## src/rtl/axi4_burst_sched_pkg.sv

```systemverilog
// -----------------------------------------------------------------------------
// axi4_burst_sched_pkg
// Shared definitions for the AXI4 burst scheduler:
//   - state_e      : scheduler FSM states
//   - DIR_READ/WRITE : encoding of a transfer direction (also used for last_grant)
//   - burst_bytes() : bytes covered by one burst of BURST_LEN beats
// -----------------------------------------------------------------------------
package axi4_burst_sched_pkg;

  typedef enum logic [2:0] {
    ST_IDLE   = 3'd0,
    ST_ARB    = 3'd1,
    ST_ISSUE  = 3'd2,
    ST_WAIT   = 3'd3,
    ST_UPDATE = 3'd4,
    ST_ERROR  = 3'd5
  } state_e;

  localparam logic DIR_READ  = 1'b0;
  localparam logic DIR_WRITE = 1'b1;

  // Size in bytes of one burst-sized slot of the circular buffer.
  function automatic int burst_bytes(input int burst_len, input int data_width);
    return (burst_len * data_width) / 8;
  endfunction

endpackage

```

## src/rtl/axi4_burst_sched_if.sv

```systemverilog
// -----------------------------------------------------------------------------
// axi4_burst_sched_if
// Command/completion handshake between the burst scheduler and an AXI master
// controller.
//   txn_start : one-cycle pulse starting a burst      (scheduler -> controller)
//   txn_write : 1 = write burst, 0 = read burst       (scheduler -> controller)
//   txn_addr  : burst start address                   (scheduler -> controller)
//   txn_done  : completion pulse                      (controller -> scheduler)
//   txn_error : error flag, valid with txn_done       (controller -> scheduler)
// -----------------------------------------------------------------------------
interface axi4_burst_sched_if #(
  parameter int ADDR_WIDTH = 32
) ();

  logic                  txn_start;
  logic                  txn_write;
  logic [ADDR_WIDTH-1:0] txn_addr;
  logic                  txn_done;
  logic                  txn_error;

  modport master (
    output txn_start,
    output txn_write,
    output txn_addr,
    input  txn_done,
    input  txn_error
  );

  modport slave (
    input  txn_start,
    input  txn_write,
    input  txn_addr,
    output txn_done,
    output txn_error
  );

endinterface

```

## src/rtl/axi4_burst_rr_arb.sv

```systemverilog
// -----------------------------------------------------------------------------
// axi4_burst_rr_arb
// Two-requester round-robin choice between a write and a read burst.
//   req_wr / req_rd : direction is eligible this cycle
//   last_grant      : direction of the most recently completed burst
//   gnt_wr / gnt_rd : one-hot (or zero) grant, combinational
// When both request, the direction opposite last_grant wins.
// -----------------------------------------------------------------------------
module axi4_burst_rr_arb
  import axi4_burst_sched_pkg::*;
(
  input  logic req_wr,
  input  logic req_rd,
  input  logic last_grant,
  output logic gnt_wr,
  output logic gnt_rd
);

  // Grant selection: single requester wins outright, contention alternates.
  always_comb begin
    gnt_wr = 1'b0;
    gnt_rd = 1'b0;
    if (req_wr && req_rd) begin
      if (last_grant == DIR_READ) begin
        gnt_wr = 1'b1;
      end else begin
        gnt_rd = 1'b1;
      end
    end else if (req_wr) begin
      gnt_wr = 1'b1;
    end else if (req_rd) begin
      gnt_rd = 1'b1;
    end else begin
      gnt_wr = 1'b0;
      gnt_rd = 1'b0;
    end
  end

endmodule

```

## src/rtl/axi4_burst_sched.sv

```systemverilog
// -----------------------------------------------------------------------------
// axi4_burst_sched
// Schedules write bursts (source FIFO -> memory) and read bursts
// (memory -> destination FIFO) over a circular buffer of NUM_SLOTS burst-sized
// slots starting at BASE_ADDR.
// Ports:
//   clk, srst          : clock, synchronous active-high reset
//   enable             : scheduling permitted (does not abort an in-flight burst)
//   clear_err          : pulse leaving the ERROR state
//   wr_src_prog_empty  : source FIFO holds less than one burst
//   rd_dst_prog_full   : destination FIFO cannot accept one burst
//   bus                : command/completion handshake to the AXI controller
//   occupancy          : number of filled slots
//   busy               : FSM not in IDLE
//   err_sticky/timeout : latched response error / WAIT timeout
// All outputs are registered.
// -----------------------------------------------------------------------------
module axi4_burst_sched
  import axi4_burst_sched_pkg::*;
#(
  parameter int                  ADDR_WIDTH  = 32,
  parameter int                  DATA_WIDTH  = 32,
  parameter int                  BURST_LEN   = 8,
  parameter logic [ADDR_WIDTH-1:0] BASE_ADDR = 32'h0000_0000,
  parameter int                  NUM_SLOTS   = 16,
  parameter int                  TIMEOUT_CYC = 1024
) (
  input  logic                         clk,
  input  logic                         srst,
  input  logic                         enable,
  input  logic                         clear_err,
  input  logic                         wr_src_prog_empty,
  input  logic                         rd_dst_prog_full,
  axi4_burst_sched_if.master           bus,
  output logic [$clog2(NUM_SLOTS+1)-1:0] occupancy,
  output logic                         busy,
  output logic                         err_sticky,
  output logic                         timeout
);

  localparam int OCC_W       = $clog2(NUM_SLOTS + 1);
  localparam int PTR_W       = $clog2(NUM_SLOTS);
  localparam int CNT_W       = $clog2(TIMEOUT_CYC + 1);
  localparam int BURST_BYTES = burst_bytes(BURST_LEN, DATA_WIDTH);

  localparam logic [OCC_W-1:0] OCC_FULL = OCC_W'(NUM_SLOTS);
  localparam logic [OCC_W-1:0] OCC_ONE  = OCC_W'(1);
  localparam logic [PTR_W-1:0] PTR_LAST = PTR_W'(NUM_SLOTS - 1);
  localparam logic [PTR_W-1:0] PTR_ONE  = PTR_W'(1);
  localparam logic [CNT_W-1:0] CNT_LAST = CNT_W'(TIMEOUT_CYC - 1);
  localparam logic [CNT_W-1:0] CNT_ONE  = CNT_W'(1);

  state_e                  state_q, state_d;
  logic [PTR_W-1:0]        wr_ptr_q, wr_ptr_d;
  logic [PTR_W-1:0]        rd_ptr_q, rd_ptr_d;
  logic [OCC_W-1:0]        occ_q, occ_d;
  logic [CNT_W-1:0]        cnt_q, cnt_d;
  logic                    last_grant_q, last_grant_d;
  logic                    txn_start_q, txn_start_d;
  logic                    txn_write_q, txn_write_d;
  logic [ADDR_WIDTH-1:0]   txn_addr_q, txn_addr_d;
  logic                    busy_q, busy_d;
  logic                    err_q, err_d;
  logic                    to_q, to_d;

  logic req_wr_s, req_rd_s, gnt_wr_s, gnt_rd_s;

  assign req_wr_s = !wr_src_prog_empty && (occ_q < OCC_FULL);
  assign req_rd_s = !rd_dst_prog_full && (occ_q != {OCC_W{1'b0}});

  axi4_burst_rr_arb u_arb (
    .req_wr     (req_wr_s),
    .req_rd     (req_rd_s),
    .last_grant (last_grant_q),
    .gnt_wr     (gnt_wr_s),
    .gnt_rd     (gnt_rd_s)
  );

  // Slot index to byte address within the circular region.
  function automatic logic [ADDR_WIDTH-1:0] slot_addr(input logic [PTR_W-1:0] ptr);
    return BASE_ADDR + (ADDR_WIDTH'(ptr) * ADDR_WIDTH'(BURST_BYTES));
  endfunction

  // Next-state and datapath update for the scheduler FSM.
  always_comb begin
    state_d      = state_q;
    wr_ptr_d     = wr_ptr_q;
    rd_ptr_d     = rd_ptr_q;
    occ_d        = occ_q;
    cnt_d        = cnt_q;
    last_grant_d = last_grant_q;
    txn_write_d  = txn_write_q;
    txn_addr_d   = txn_addr_q;
    err_d        = err_q;
    to_d         = to_q;

    case (state_q)
      ST_IDLE: begin
        if (enable) begin
          state_d = ST_ARB;
        end else begin
          state_d = ST_IDLE;
        end
      end

      ST_ARB: begin
        if (!enable) begin
          state_d = ST_IDLE;
        end else if (gnt_wr_s) begin
          state_d     = ST_ISSUE;
          txn_write_d = DIR_WRITE;
          txn_addr_d  = slot_addr(wr_ptr_q);
        end else if (gnt_rd_s) begin
          state_d     = ST_ISSUE;
          txn_write_d = DIR_READ;
          txn_addr_d  = slot_addr(rd_ptr_q);
        end else begin
          state_d = ST_ARB;
        end
      end

      ST_ISSUE: begin
        state_d = ST_WAIT;
        cnt_d   = {CNT_W{1'b0}};
      end

      ST_WAIT: begin
        if (bus.txn_done) begin
          if (bus.txn_error) begin
            state_d = ST_ERROR;
            err_d   = 1'b1;
          end else begin
            state_d = ST_UPDATE;
          end
        end else if (cnt_q == CNT_LAST) begin
          // TIMEOUT_CYC WAIT cycles elapsed with no completion.
          state_d = ST_ERROR;
          to_d    = 1'b1;
        end else begin
          cnt_d = cnt_q + CNT_ONE;
        end
      end

      ST_UPDATE: begin
        // Saturating occupancy guards keep the count inside [0, NUM_SLOTS].
        if (txn_write_q == DIR_WRITE) begin
          wr_ptr_d = (wr_ptr_q == PTR_LAST) ? {PTR_W{1'b0}} : wr_ptr_q + PTR_ONE;
          if (occ_q < OCC_FULL) begin
            occ_d = occ_q + OCC_ONE;
          end else begin
            occ_d = occ_q;
          end
        end else begin
          rd_ptr_d = (rd_ptr_q == PTR_LAST) ? {PTR_W{1'b0}} : rd_ptr_q + PTR_ONE;
          if (occ_q != {OCC_W{1'b0}}) begin
            occ_d = occ_q - OCC_ONE;
          end else begin
            occ_d = occ_q;
          end
        end
        last_grant_d = txn_write_q;
        state_d      = ST_ARB;
      end

      ST_ERROR: begin
        if (clear_err) begin
          state_d = ST_IDLE;
          err_d   = 1'b0;
          to_d    = 1'b0;
        end else begin
          state_d = ST_ERROR;
        end
      end

      default: begin
        state_d = ST_IDLE;
      end
    endcase

    // Registered outputs follow the state being entered.
    txn_start_d = (state_d == ST_ISSUE);
    busy_d      = (state_d != ST_IDLE);
  end

  // State and output registers with synchronous reset.
  always_ff @(posedge clk) begin
    if (srst) begin
      state_q      <= ST_IDLE;
      wr_ptr_q     <= {PTR_W{1'b0}};
      rd_ptr_q     <= {PTR_W{1'b0}};
      occ_q        <= {OCC_W{1'b0}};
      cnt_q        <= {CNT_W{1'b0}};
      last_grant_q <= DIR_READ;
      txn_start_q  <= 1'b0;
      txn_write_q  <= 1'b0;
      txn_addr_q   <= BASE_ADDR;
      busy_q       <= 1'b0;
      err_q        <= 1'b0;
      to_q         <= 1'b0;
    end else begin
      state_q      <= state_d;
      wr_ptr_q     <= wr_ptr_d;
      rd_ptr_q     <= rd_ptr_d;
      occ_q        <= occ_d;
      cnt_q        <= cnt_d;
      last_grant_q <= last_grant_d;
      txn_start_q  <= txn_start_d;
      txn_write_q  <= txn_write_d;
      txn_addr_q   <= txn_addr_d;
      busy_q       <= busy_d;
      err_q        <= err_d;
      to_q         <= to_d;
    end
  end

  assign bus.txn_start = txn_start_q;
  assign bus.txn_write = txn_write_q;
  assign bus.txn_addr  = txn_addr_q;
  assign occupancy     = occ_q;
  assign busy          = busy_q;
  assign err_sticky    = err_q;
  assign timeout       = to_q;

endmodule

```

## src/flat_wrapper.sv

```systemverilog
// flat-port wrapper written by rule: the top's interface ports become plain ports
module axi4_burst_sched_flat import axi4_burst_sched_pkg::*;
#(
  parameter int                  ADDR_WIDTH  = 32,
  parameter int                  DATA_WIDTH  = 32,
  parameter int                  BURST_LEN   = 8,
  parameter logic [ADDR_WIDTH-1:0] BASE_ADDR = 32'h0000_0000,
  parameter int                  NUM_SLOTS   = 16,
  parameter int                  TIMEOUT_CYC = 1024
)
  (clk, srst, enable, clear_err, wr_src_prog_empty, rd_dst_prog_full, occupancy, busy, err_sticky, timeout, bus_txn_start, bus_txn_write, bus_txn_addr, bus_txn_done, bus_txn_error);
  axi4_burst_sched_if #(.ADDR_WIDTH(ADDR_WIDTH)) bus_i ();
  input  logic clk;
  input  logic srst;
  input  logic enable;
  input  logic clear_err;
  input  logic wr_src_prog_empty;
  input  logic rd_dst_prog_full;
  output logic [$clog2(NUM_SLOTS+1)-1:0] occupancy;
  output logic busy;
  output logic err_sticky;
  output logic timeout;
  output wire logic [$bits(bus_i.txn_start)-1:0] bus_txn_start;
  output wire logic [$bits(bus_i.txn_write)-1:0] bus_txn_write;
  output wire logic [$bits(bus_i.txn_addr)-1:0] bus_txn_addr;
  input wire logic [$bits(bus_i.txn_done)-1:0] bus_txn_done;
  input wire logic [$bits(bus_i.txn_error)-1:0] bus_txn_error;
  assign bus_txn_start = bus_i.txn_start;
  assign bus_txn_write = bus_i.txn_write;
  assign bus_txn_addr = bus_i.txn_addr;
  assign bus_i.txn_done = bus_txn_done;
  assign bus_i.txn_error = bus_txn_error;
  axi4_burst_sched #(.ADDR_WIDTH(ADDR_WIDTH), .DATA_WIDTH(DATA_WIDTH), .BURST_LEN(BURST_LEN), .BASE_ADDR(BASE_ADDR), .NUM_SLOTS(NUM_SLOTS), .TIMEOUT_CYC(TIMEOUT_CYC)) u_core (.clk(clk), .srst(srst), .enable(enable), .clear_err(clear_err), .wr_src_prog_empty(wr_src_prog_empty), .rd_dst_prog_full(rd_dst_prog_full), .bus(bus_i), .occupancy(occupancy), .busy(busy), .err_sticky(err_sticky), .timeout(timeout));
endmodule
```

## config.mk

```make
export PLATFORM = sky130hd
export DESIGN_NAME = axi4_burst_sched_flat
export DESIGN_NICKNAME = d
export VERILOG_FILES = /design/src/rtl/axi4_burst_sched_pkg.sv /design/src/rtl/axi4_burst_sched_if.sv /design/src/rtl/axi4_burst_rr_arb.sv /design/src/rtl/axi4_burst_sched.sv /design/src/flat_wrapper.sv
export SDC_FILE = /design/constraint.sdc
export NUM_CORES = 1
export LEC_CHECK = 0
export ABC_AREA = 1
export CORE_MARGIN = 5
export CORE_UTILIZATION = 50
export CTS_CLUSTER_SIZE = 28
export DETAILED_ROUTE_END_ITERATION = 10
export GPL_TIMING_DRIVEN = 0
export PLACE_DENSITY = 0.8
export REMOVE_ABC_BUFFERS = 1
export SYNTH_ARGS = -nofsm -noshare
export SYNTH_HDL_FRONTEND = slang
export SYNTH_SLANG_ARGS = --single-unit
```

## constraint.sdc

```tcl
create_clock -name clk -period 1.8 [get_ports clk]
set_input_delay 0.36 -clock clk [delete_from_list [all_inputs] [get_ports clk]]
set_output_delay 0.36 -clock clk [all_outputs]
set_load 0.005 [all_outputs]
```

---- After elaboration in Yosys (flattened, before gate mapping) ----
Cells that the tools add are included.
W data, S select, Z words.
cells by class
  add/sub/neg operators ................... 5
  $lt $le $gt $ge ......................... 1
  equal/unequal tests ..................... 16
  muxes and demuxes ....................... 35
  bitwise gates (word level) .............. 1
  reductions and logical operators ........ 19
operators with widths
  operator                 number
  $mux W32                 2
  $mux W11                 2
  $pmux W11 S2             1
  $pmux W3 S6              1
  $mux W1                  16
  $mux W3                  5
  $mux W5                  3
  $ne A2 B2 Y1 const B     6
  $add A11 B1 Y11 const B  1
  $eq A11 B10 Y1 const B   1
  $eq A3 B2 Y1 const B     3
  $reduce_and A3 Y1        3
  $add A4 B1 Y4 const B    2
  $eq A4 B4 Y1 const B     2
  $mux W4                  2
  $reduce_and A4 Y1        2
  $reduce_bool A2 Y1       4
  $eq A3 B3 Y1 const B     2
  $add A5 B1 Y5 const B    1
  $lt A5 B5 Y1 const B     1
  $reduce_bool A5 Y1       1
  $sub A5 B1 Y5 const B    1
  $pmux W1 S2              2
  $reduce_and A2 Y1        2
  8 further kinds          11
word-level totals
  flip-flop bits (word level) ............. 65
  input port bits ......................... 8
  output and inout bits ................... 42

---- Longest topological paths before layout ----
Gate-level depths: netlist of the first run.
  word-level depth ........................ 10
  gate-level depth with buffers ........... 10

---- Modules after synthesis ----
A second synthesis of the first run with hierarchy kept.
second synthesis, totals
  cell total of the unflattened synthesis .. 318
  area total of the unflattened synthesis .. 2180.8 um^2
modules (own cells, without submodules)
  module             times used  cells each  area an instance (um^2)  seq. area each (um^2)
  axi4_burst_sched   1           313         2160.8                   740.7
  axi4_burst_rr_arb  1           5           20.0                     0.0

---- Worst setup path before layout of the first run ----
No wires, ideal clock.
  path kind ............................... flip-flop to flip-flop
  start ................................... register u_core.txn_write_q, in the netlist u_core.bus.txn_write
  end ..................................... register u_core.occ_q[4], in the netlist u_core.occupancy[4]
  data arrival time ....................... 1.464 ns
  required time ........................... 1.668 ns
  slack ................................... 0.203 ns
  stages on the path, launching flop included .. 9
  buffers on the path ..................... 0
  cells stage by stage .................... dfxtp_1 -> inv_2 -> fa_1 -> a21oi_1 -> nor2_1 -> nor2_1 -> nand2_1 -> nand3_1 -> a21oi_1
between the ends
  cells in the longest elaborated chain, start to end .. 2
  elaborated cells between the ends (all ways) .. 4
RTL lines
  what                                                                 line                     text
  start: declaration                                                   axi4_burst_sched.sv:60   logic txn_write_q, txn_write_d;
  start signal: assignment                                             axi4_burst_sched.sv:208  txn_write_q <= txn_write_d;
  $ne A2 B2 Y1 (no source line) or $reduce_bool A2 Y1 (tied branches)  n/a
  $reduce_and A3 Y1 (no source line)                                   n/a
  end signal: assignment                                               axi4_burst_sched.sv:191  occ_q <= {OCC_W{1'b0}};
  end: declaration                                                     axi4_burst_sched.sv:56   logic [OCC_W-1:0] occ_q, occ_d;
Parallel ways exist; a longest one is shown, timed or not.
A chain may end at the register's enable or synchronous reset.

---- Worst setup path after layout of the first run ----
Same ends and word-level chain as after synthesis.

==> results.py, run 1 <==
metrics = {
    "detailed_routing": {
        "vias_per_cell": 4.871,
        "drt-initial-drc-count": 116,
        "drc": 0,
        "first_pass_iters": 4,
        "drt_wl_total_mm": 4.266,
        "wl_per_cell_microns": 11.26,
        "ant_nets": 0,
        "vias": 1846,
    },
    "layout": {
        "insertedDiodeCount": 0,
        "final_area_sq_um": 2452,
        "num-nets-final": 343,
        "final_layout_size_suffix_gt1_share_pct": 11.55,
        "area_growth_pct": 14.55,
    },
    "power": {
        "p_leak_nw": 1.072,
        "swShare_pct": 22.14,
        "clockPowerShare_pct": 43.6,
        "p_seq_share_pct": 49.1,
        "peakVddDrop_uv": 446.6,
        "p_int_w": 0.001329,
        "p_comb_share_pct": 7.3,
        "power_density_nw_per_um2": 696.1,
        "p_switching_w": 0.0003780,
    },
    "timing": {
        "final-setup-viol-count": 0,
        "skew_ps": 6.291,
        "min_period_ps": 1665,
        "fmax_ghz": 0.6008,
        "finalHoldViolCount": 0,
        "worstMarginPinSlew_ps": 617.3,
        "finalCritPeriodShare_pct": 92.48,
        "max_slew_margin_pct": 58.78,
        "rsz0062_at_grt": "false",
        "final_max_slew_viol_count": 0,
        "fin_ws_ps": 135.4,
    },
    "yosys": {
        "synth_flop_cell": "dfxtp_1",
        "synth_top_area_cell": "dfxtp_1",
        "postSynthCellCount": 301,
        "synth-edff-count": 0,
        "yosysMostFrequentCell": "nand2_1",
        "synth_top_cell_area_share_pct": 34.60,
        "synth.cell_area_sq_um": 2141,
        "synthDistinctLibCells": 30,
        "yosysWarnings": 0,
        "synth_seq_cells": 37,
        "async_flop_share_pct": 0,
        "yosysSeqAreaShare_pct": 34.60,
        "synth_area_leaders": "dfxtp_1 35%, nand2_1 10%, buf_4 9.8%, a21oi_1 7.0%, nand3_1 6.1%",
        "synth.cells.most_frequent": "57 x nand2_1, 37 x dfxtp_1, 30 x a21oi_1",
        "postSynthAreaPerCell_sq_um": 7.112,
    },
    "worst_setup_path": {
        "worst_ep_arrival_time_ps": 1820,
        "crit_type": "reg2reg",
        "critPathLaunchType": "register",
        "path_max_fanout": 6,
        "cp.required_ps": 1950,
        "endpoint_kind": "register",
    },
    "cts": {
        "cts_tree": "done",
        "clock_latency_ps": 290,
        "h-tree-depth": 2,
        "clk_path_buf_depth": 2,
        "cts_sinks": 37,
        "clkTransAtPathRegs_ps": 70,
        "cts_root_buf": "clkbuf_8",
        "cts_hold_buffers": 0,
        "cts_made_buffers": 5,
    },
    "run": {
        "drv_cap": 0,
    },
    "global_route": {
        "grt_pass1_wl_mm": 7.334,
        "grt_usage_pct": 16.51,
        "antenna_found_initial": 0,
        "grt_max_degree": 17,
        "grt.overflow.total": 0,
        "grt_pass1_vias": 1727,
    },
    "floorplan": {
        "rows": 23,
        "initial_core_util_pct": 52.39,
        "die_area_sq_um": 5690,
        "die_y_microns": 75.44,
        "die_w_microns": 75.44,
        "io-pin-count": 50,
        "coreArea_sq_um": 4086,
    },
    "place": {
        "dp_hpwl_mm": 3.122,
        "place.gp.congestion": 0.7976,
        "port_buffers": 21,
        "postPlaceCellArea_sq_um": 2281,
        "pre_cts_ws_ps": -399.5,
    },
    "outcome": {
        "status": "completed",
    },
    "hold_path": {
        "holdCritPathClass": "reg2reg",
    },
}
-- placed cells by master, fill, tap and decap left out, drive strengths merged --
cell | synthesis | layout
buf | 30 | 4
xor2 | 5 | 5
a31oi | 1 | 1
nand3b | 3 | 3
a21oi | 30 | 30
nor2 | 35 | 35
o21bai | 1 | 1
a211oi | 1 | 1
or2 | 1 | 1
inv | 37 | 36
fa | 1 | 1
clkbuf | 2 | 7
xnor2 | 1 | 1
nand2 | 63 | 63
ha | 6 | 6
conb | 1 | 28
bufinv | 0 | 1
o21ai | 13 | 13
nor3 | 3 | 3
nand4 | 2 | 2
clkinvlp | 0 | 1
dlymetal6s2s | 0 | 1
nand3 | 28 | 28
clkdlybuf4s50 | 0 | 20
dfxtp | 37 | 37
-- path summary, 6_finish.rpt --
check / slack [ps] / endpoint / cells after the start / from
worst max-delay path: 140 / u_core.occupancy[4] / 8 / u_core.bus.txn_write
worst min register to register: 440 / u_core.cnt_q[0] / 1 / u_core.cnt_q[0]
worst min-delay path: 440 / u_core.cnt_q[0] / 1 / u_core.cnt_q[0]
worst max register to register: 140 / u_core.occupancy[4] / 8 / u_core.bus.txn_write
-- layer usage --
layer  GRT usage (%)  vias up  wire length [microns]
met3           3.958        7                    192
li1                -      958                      -
met4           6.408        0                     66
met5               0        -                      0
met1           19.21      846                   1785
met2           29.15       35                   2221
-- area by class of cell --
cell class                      instances  area (sq um)
Clock buffer                            7         86.33
Clock inverter                          1         30.03
Fill cell                             383          1634
Inverter                               37         142.6
Multi-Input combinational cell        222          1145
Sequential cell                        37         743.2
Tap cell                               50         62.56
Timing Repair Buffer                   25         242.7
-- through the flow --
stage / total power (W) / instances / util (%) / TNS (ps) / hold WS [ps]
2_1_floorplan: 0.0009234 / 296 / - / 0 / 421.8
3_3_place_gp: 0.0009717 / 367 / 55.82 / -5279 / 433.9
3_5_place_dp: 0.0009736 / 367 / 55.82 / -4896 / 434.3
4_1_cts: 0.001716 / 377 / 59.15 / 0 / 441.9
5_1_grt: 0.001772 / 379 / 60.01 / 0 / 471.4
6_report: 0.001707 / 379 / 60.01 / 0 / 442.3
-- repair_timing --
| item | CTS | global route |
|---|---|---|
| setup buffers | 2 | 2 |
| setup endpoints to repair | 3 | 1 |
| gates resized for setup | 2 | 5 |
| pin swaps | 0 | 1 |
-- state kept, by name (all words and copies together), names as in the netlist --
name / cells
u_core.wr_ptr_q: 4
u_core.rd_ptr_q: 4
u_core.last_grant_q: 1
u_core.cnt_q: 11
u_core.bus.txn_addr: 4
u_core.timeout: 1
u_core.bus.txn_write: 1
u_core.err_sticky: 1
u_core.occupancy: 5
u_core.bus.txn_start: 1
u_core.busy: 1
u_core.state_q: 3
-- power groups by stage --
stage	logic [W]	registers (W)	clock network, W
final	0.000124	0.000839	0.000744
after global routing	0.000141	0.000841	0.000790
after CTS	0.000121	0.000839	0.000757
after detailed placement	0.000116	0.000858	0
after global placement	0.000114	0.000857	0
after floorplan	0.0000663	0.000857	0
-- kinds of logic (layout without fill, tap and decap cells) --
| kind of cell | Yosys count | after routing | share of synthesized area [%] |
|---|---|---|---|
| flops | 37 | 37 | 34.60 |
| xor+xnor | 6 | 6 | 2.455 |
| other cells | 1 | 28 | 0.1752 |
| simple gates | 135 | 135 | 29.86 |
| compound gates | 46 | 46 | 11.05 |
| fa+ha+maj | 7 | 7 | 4.442 |
| buf+inv | 69 | 70 | 17.42 |
-- critical path: stages (launching register included) --
cell and delay [ps]:
dfxtp_2 430, inv_2 110, fa_1 460, a21oi_1 180, nor2_1 70, nor2_1 80
nand2_1 50, nand3_1 80, a21oi_1 60
No activity file was read; power rests on OpenSTA's default activity.
==> run 2: changes to the inputs <==
CAP_MARGIN = 0   (was unset)
SETUP_SLACK_MARGIN = 0.4   (was unset)
==> run 2 against run 1 <==
Compared with the run above:
- final cell count is 6.6% higher
- count of clock-buffer cells in the layout stayed put
- cell area is 18% higher
- register-to-register slack better by 220 ps
- global-route usage is 2.5 points higher
- critical endpoint unchanged
- largest cell class unchanged
- largest power group unchanged
==> results.py, run 2 (synthesis gave the netlist of run 1 again) <==
metrics = {
    "hold_path": {
        "worstHoldEndpoint": "u_core.cnt_q[10]",
        "min_from": "u_core.cnt_q[10]",
        "holdCritPathClass": "reg2reg",
        "hold_depth": 2,
    },
    "floorplan": {
        "io-pin-count": 50,
        "die_area_sq_um": 5690,
        "initial_core_util_pct": 52.39,
        "coreArea_sq_um": 4086,
        "rows": 23,
        "die_y_microns": 75.44,
        "die_w_microns": 75.44,
    },
    "layout": {
        "regMostFlops": "u_core.cnt_q",
        "final_cell_mix": "43 x nand2_1, 28 x conb_1, 27 x inv_1",
        "largest_reg_flops": 11,
        "num-nets-final": 368,
        "multi_input_area_sq_um": 1380,
        "final_area_sq_um": 2894,
        "fillers": 311,
        "final_layout_size_suffix_gt1_share_pct": 31.36,
        "area_growth_pct": 35.18,
        "regArea_sq_um": 774.5,
        "layout.cells.most_common": "nand2_1",
        "insertedDiodeCount": 0,
        "layout.cells.non_filler": 404,
    },
    "global_route": {
        "antenna_found_initial": 0,
        "grt_max_degree": 15,
        "grt_usage_pct": 19.00,
        "grt_pass1_vias": 1962,
        "grt.overflow.total": 0,
        "grt_pass1_wl_mm": 8.390,
    },
    "power": {
        "p_int_w": 0.001332,
        "clockPowerShare_pct": 43.1,
        "power_density_nw_per_um2": 598.4,
        "power_w": 0.001732,
        "p_comb_share_pct": 8.9,
        "peakVddDrop_uv": 445.5,
        "p_seq_share_pct": 48.0,
        "p_switching_w": 0.0004000,
        "swShare_pct": 23.10,
        "p_leak_nw": 1.354,
    },
    "worst_setup_path": {
        "r2r_cells": 7,
        "endpoint_kind": "register",
        "cp.required_ps": 2020,
        "r2r_slack_ps": 360,
        "r2r-start": "u_core.occupancy[0]",
        "crit_type": "reg2reg",
        "r2r_end": "u_core.occupancy[4]",
        "path_max_fanout": 5,
        "critPathLaunchType": "register",
        "worst_ep_arrival_time_ps": 1660,
    },
    "cts": {
        "clk_path_buf_depth": 2,
        "h-tree-depth": 2,
        "clock_latency_ps": 290,
        "clkTransAtPathRegs_ps": 70,
        "cts_root_buf": "clkbuf_8",
        "cts_sinks": 37,
        "cts_made_buffers": 5,
        "cts_tree": "done",
    },
    "outcome": {
        "status": "completed",
    },
    "run": {
        "drv_cap": 0,
    },
    "place": {
        "postPlaceCellArea_sq_um": 2281,
        "dp_hpwl_mm": 3.122,
        "place_inst": 367,
        "place.gp.congestion": 0.7976,
        "port_buffers": 21,
    },
    "timing": {
        "finalCritPeriodShare_pct": 80.03,
        "skew_ps": 3.835,
        "rsz0062_at_grt": "true",
        "fmax_ghz": 0.6942,
        "min_period_ps": 1440,
        "finalHoldViolCount": 0,
        "final-setup-viol-count": 0,
        "final_max_slew_viol_count": 0,
    },
    "detailed_routing": {
        "dr.max_layer_used": "met4",
        "route.met2.wl_mm": 3.020,
        "vias_per_cell": 5.072,
        "drt-initial-drc-count": 128,
        "first_pass_iters": 4,
        "vias": 2049,
        "wl_met3_microns": 253,
        "drt_wl_total_mm": 5.555,
        "ant_nets": 0,
        "drc": 0,
        "wl_per_cell_microns": 13.75,
        "wirelength_met1_mm": 2.077,
    },
}
[run 2: stage by stage]
stage | setup TNS [ps] | hold slack [ps] | setup WS [ps] | utilization [%]
after floorplan | 0 | 421.8 | 219.4 | -
after global placement | -5279 | 433.9 | -415.7 | 55.82
after detailed placement | -4896 | 434.3 | -399.5 | 55.82
after CTS | 0 | 441.9 | 331.6 | 63.99
after global routing | 0 | 471.9 | 237.9 | 70.82
final | 0 | 446.1 | 359.5 | 70.82
[run 2: worst max-delay path by stage]
stage / slack (ps) / startpoint / to
2_1_floorplan: 220 / u_core.bus.txn_write / u_core.occupancy[4]
3_5_place_dp: -400 / srst / u_core.cnt_q[9]
6_report: 360 / u_core.occupancy[0] / u_core.occupancy[4]
3_3_place_gp: -420 / srst / u_core.cnt_q[2]
5_1_grt: 240 / u_core.cnt_q[1] / u_core.cnt_q[9]
4_1_cts: 330 / u_core.bus.txn_write / u_core.occupancy[4]
[run 2: worst max-delay path: stages (launching register included)]
cell and delay [ps]:
dfxtp_4 350, buf_6 130, fa_2 340, a21oi_2 160, nor2_2 50, o21bai_1 120
nand3_1 90, a21oi_1 120
[run 2: final cells by class]
cell class	count	share of cell area, %
repair buffers	48	14.01
clock buffers	7	2.983
well taps	50	2.162
flip-flops and latches	37	26.76
inverters	37	5.361
clock inverters	1	1.038
multi-input cells	224	47.69
[run 2: power groups by stage]
stage                     clock (W)  combinational, W  sequential, W
after floorplan                   0         0.0000663       0.000857
after global placement            0          0.000114       0.000857
after detailed placement          0          0.000116       0.000858
after CTS                  0.000756          0.000129       0.000831
after global routing       0.000787          0.000173       0.000833
final                      0.000746          0.000154       0.000831
[run 2: timing repair]
action,CTS,global route
gates resized for setup,49,53
setup buffers,15,12
pin swaps,6,23
hold buffers,0,0
endpoints found under the setup margin,48,34
gates cloned,2,0
[run 2: metal layers]
| metal | vias up | GRT usage, % |
|---|---|---|
| li1 | 1014 | - |
| met1 | 947 | 20.83 |
| met2 | 67 | 33.94 |
| met3 | 21 | 4.222 |
| met4 | 0 | 10.10 |
| met5 | - | 0 |
==> run 3: changes to the inputs <==
CORE_UTILIZATION = 45   (was 50)
PLACE_DENSITY = 0.76   (was 0.8)
clock period = 1.3 ns   (was 1.8 ns; I/O delays follow)
==> run 3 against run 2 <==
Compared with the run above:
- the run now ends with setup timing left
- final cell count rose by 7.4%
- hold slack worse by 98 ps
- register-to-register slack lost 590 ps
- non-clock buffer count rose by 26
- sequential share of layout area decreased by 4.1 points
- utilization increased by 3.6 points
- die area is 9.6% higher
==> results.py, run 3 (synthesis gave the netlist of run 1 again) <==
metrics = {
    "power": {
        "peakVddDrop_uv": 557.1,
        "power_density_nw_per_um2": 686.0,
        "p_leak_nw": 1.525,
    },
    "cts": {
        "cts_made_buffers": 5,
        "cts_tree": "done",
        "h-tree-depth": 2,
        "clkTransAtPathRegs_ps": 80,
        "clk_path_buf_depth": 2,
        "cts_sinks": 37,
        "clock_latency_ps": 310,
        "cts_root_buf": "clkbuf_8",
    },
    "floorplan": {
        "rows": 25,
        "initial_core_util_pct": 45.93,
        "io-pin-count": 50,
        "die_y_microns": 78.98,
        "die_w_microns": 78.98,
        "die_area_sq_um": 6237,
        "coreArea_sq_um": 4661,
    },
    "timing": {
        "fin_ws_ps": -231.5,
        "hold_ws_ps": 348.3,
        "finalHoldViolCount": 0,
        "fmax_ghz": 0.6530,
        "skew_ps": 8.651,
        "final-setup-viol-count": 24,
        "tns_ps": -2919,
        "min_period_ps": 1531,
        "rsz0062_at_grt": "true",
        "finalCritPeriodShare_pct": 117.8,
        "final_max_slew_viol_count": 0,
    },
    "detailed_routing": {
        "drt-initial-drc-count": 202,
        "drc": 0,
        "vias_per_cell": 5.378,
        "ant_nets": 0,
        "drt_wl_total_mm": 7.555,
        "vias": 2334,
        "first_pass_iters": 4,
        "wl_per_cell_microns": 17.41,
    },
    "layout": {
        "insertedDiodeCount": 0,
        "utilization_pct": 74.47,
        "num-nets-final": 394,
        "fillers": 283,
        "final_cell_mix": "38 x nand2_1, 35 x buf_6, 28 x conb_1",
        "layout.cells.non_filler": 434,
        "multi_input_area_sq_um": 1642,
        "largest_reg_flops": 11,
        "final_layout_size_suffix_gt1_share_pct": 52.89,
        "layout.cells.most_common": "nand2_1",
        "area_growth_pct": 62.13,
        "regArea_sq_um": 788.3,
        "regMostFlops": "u_core.cnt_q",
    },
    "worst_setup_path": {
        "r2r-start": "u_core.bus.txn_write",
        "crit_chain": "inv_6 > fa_2 > a21oi_2 > nor2_1 > o21bai_1 > nand3_1 > a21oi_2",
        "path_common_cell": "a21oi_2",
        "worst_ep_arrival_time_ps": 1770,
        "endpoint_kind": "register",
        "r2r_slack_ps": -230,
        "r2r_end": "u_core.occupancy[4]",
        "r2r_cells": 7,
        "max_stage_delay_ps": 380,
        "path_max_fanout": 5,
        "crit_type": "reg2reg",
        "critPathLaunchType": "register",
        "crit_path_top_delay_cell": "dfxtp_4",
        "cp.required_ps": 1530,
    },
    "hold_path": {
        "hold_depth": 2,
        "worstHoldEndpoint": "u_core.bus.txn_start",
        "min_from": "srst",
        "holdCritPathClass": "in2reg",
    },
    "global_route": {
        "antenna_found_initial": 0,
        "grt_usage_pct": 21.18,
        "grt_max_degree": 15,
        "grt_pass1_wl_mm": 10.43,
        "grt_pass1_vias": 2251,
        "grt.overflow.total": 0,
    },
    "place": {
        "place.gp.congestion": 0.8172,
        "dp_hpwl_mm": 3.089,
        "place_inst": 371,
        "port_buffers": 21,
    },
    "outcome": {
        "status": "finished with violations",
        "violations": "setup timing",
    },
    "run": {
        "drv_cap": 0,
    },
}
==> run 3: layout make-up <==
cell class,instances,area share [%]
multi-input cells,224,47.30
repair buffers,74,20.15
well taps,54,1.947
flip-flops and latches,37,22.71
clock inverters,2,0.3965
clock buffers,6,2.379
inverters,37,5.119
==> run 3: repair_timing <==
action                                  CTS  global route
pin swaps                                44            37
cloned                                    2             0
hold endpoints to repair                  0             0
hold buffers                              0             0
setup buffers                            40            13
gates resized for setup                 201            61
endpoints found under the setup margin   51            51
==> run 3: critical path: cells and delay by family (launching register included) <==
kind            cells  cell delay, ps
compound gates      3             440
fa+ha+maj           1             360
buf+inv             1              50
flops               1             380
simple gates        2             210
==> run 3: worst max path at each step <==
stage | from | to | slack [ps] | depth (start not counted)
finish | u_core.bus.txn_write | u_core.occupancy[4] | -230 | 7
global route | u_core.bus.txn_write | u_core.occupancy[4] | -310 | 7
CTS | u_core.cnt_q[1] | u_core.busy | -110 | 10
detailed placement | srst | u_core.cnt_q[9] | -870 | 6
global placement | srst | u_core.cnt_q[2] | -850 | 6
floorplan | u_core.bus.txn_write | u_core.occupancy[4] | -280 | 8
==> run 3: where the power goes <==
group | switching [W] | total (W) | internal [W]
clock | 0.000486 | 0.000917 | 0.000431
sequential | 0.0000140 | 0.00115 | 0.00113
combinational | 0.000193 | 0.000318 | 0.000125
total | 0.000693 | 0.00238 | 0.00169
==> run 3: metal layers <==
metal	GRT usage, %	part of all wire (%)	vias up
li1	-	-	1066
met4	12.71	5.2	0
met5	0	0	-
met2	38.47	54	113
met1	22.04	36	1114
met3	4.762	5.3	41
==> run 3: metrics by stage <==
step           total power, W  cell area [sq um]  worst slack [ps]
2_1_floorplan        0.001279               2008            -280.6
3_3_place_gp         0.001348               2286            -846.5
3_5_place_dp         0.001350               2286            -868.9
4_1_cts              0.002294               3136            -107.3
5_1_grt              0.002468               3471            -313.9
6_report             0.002381               3471            -231.5
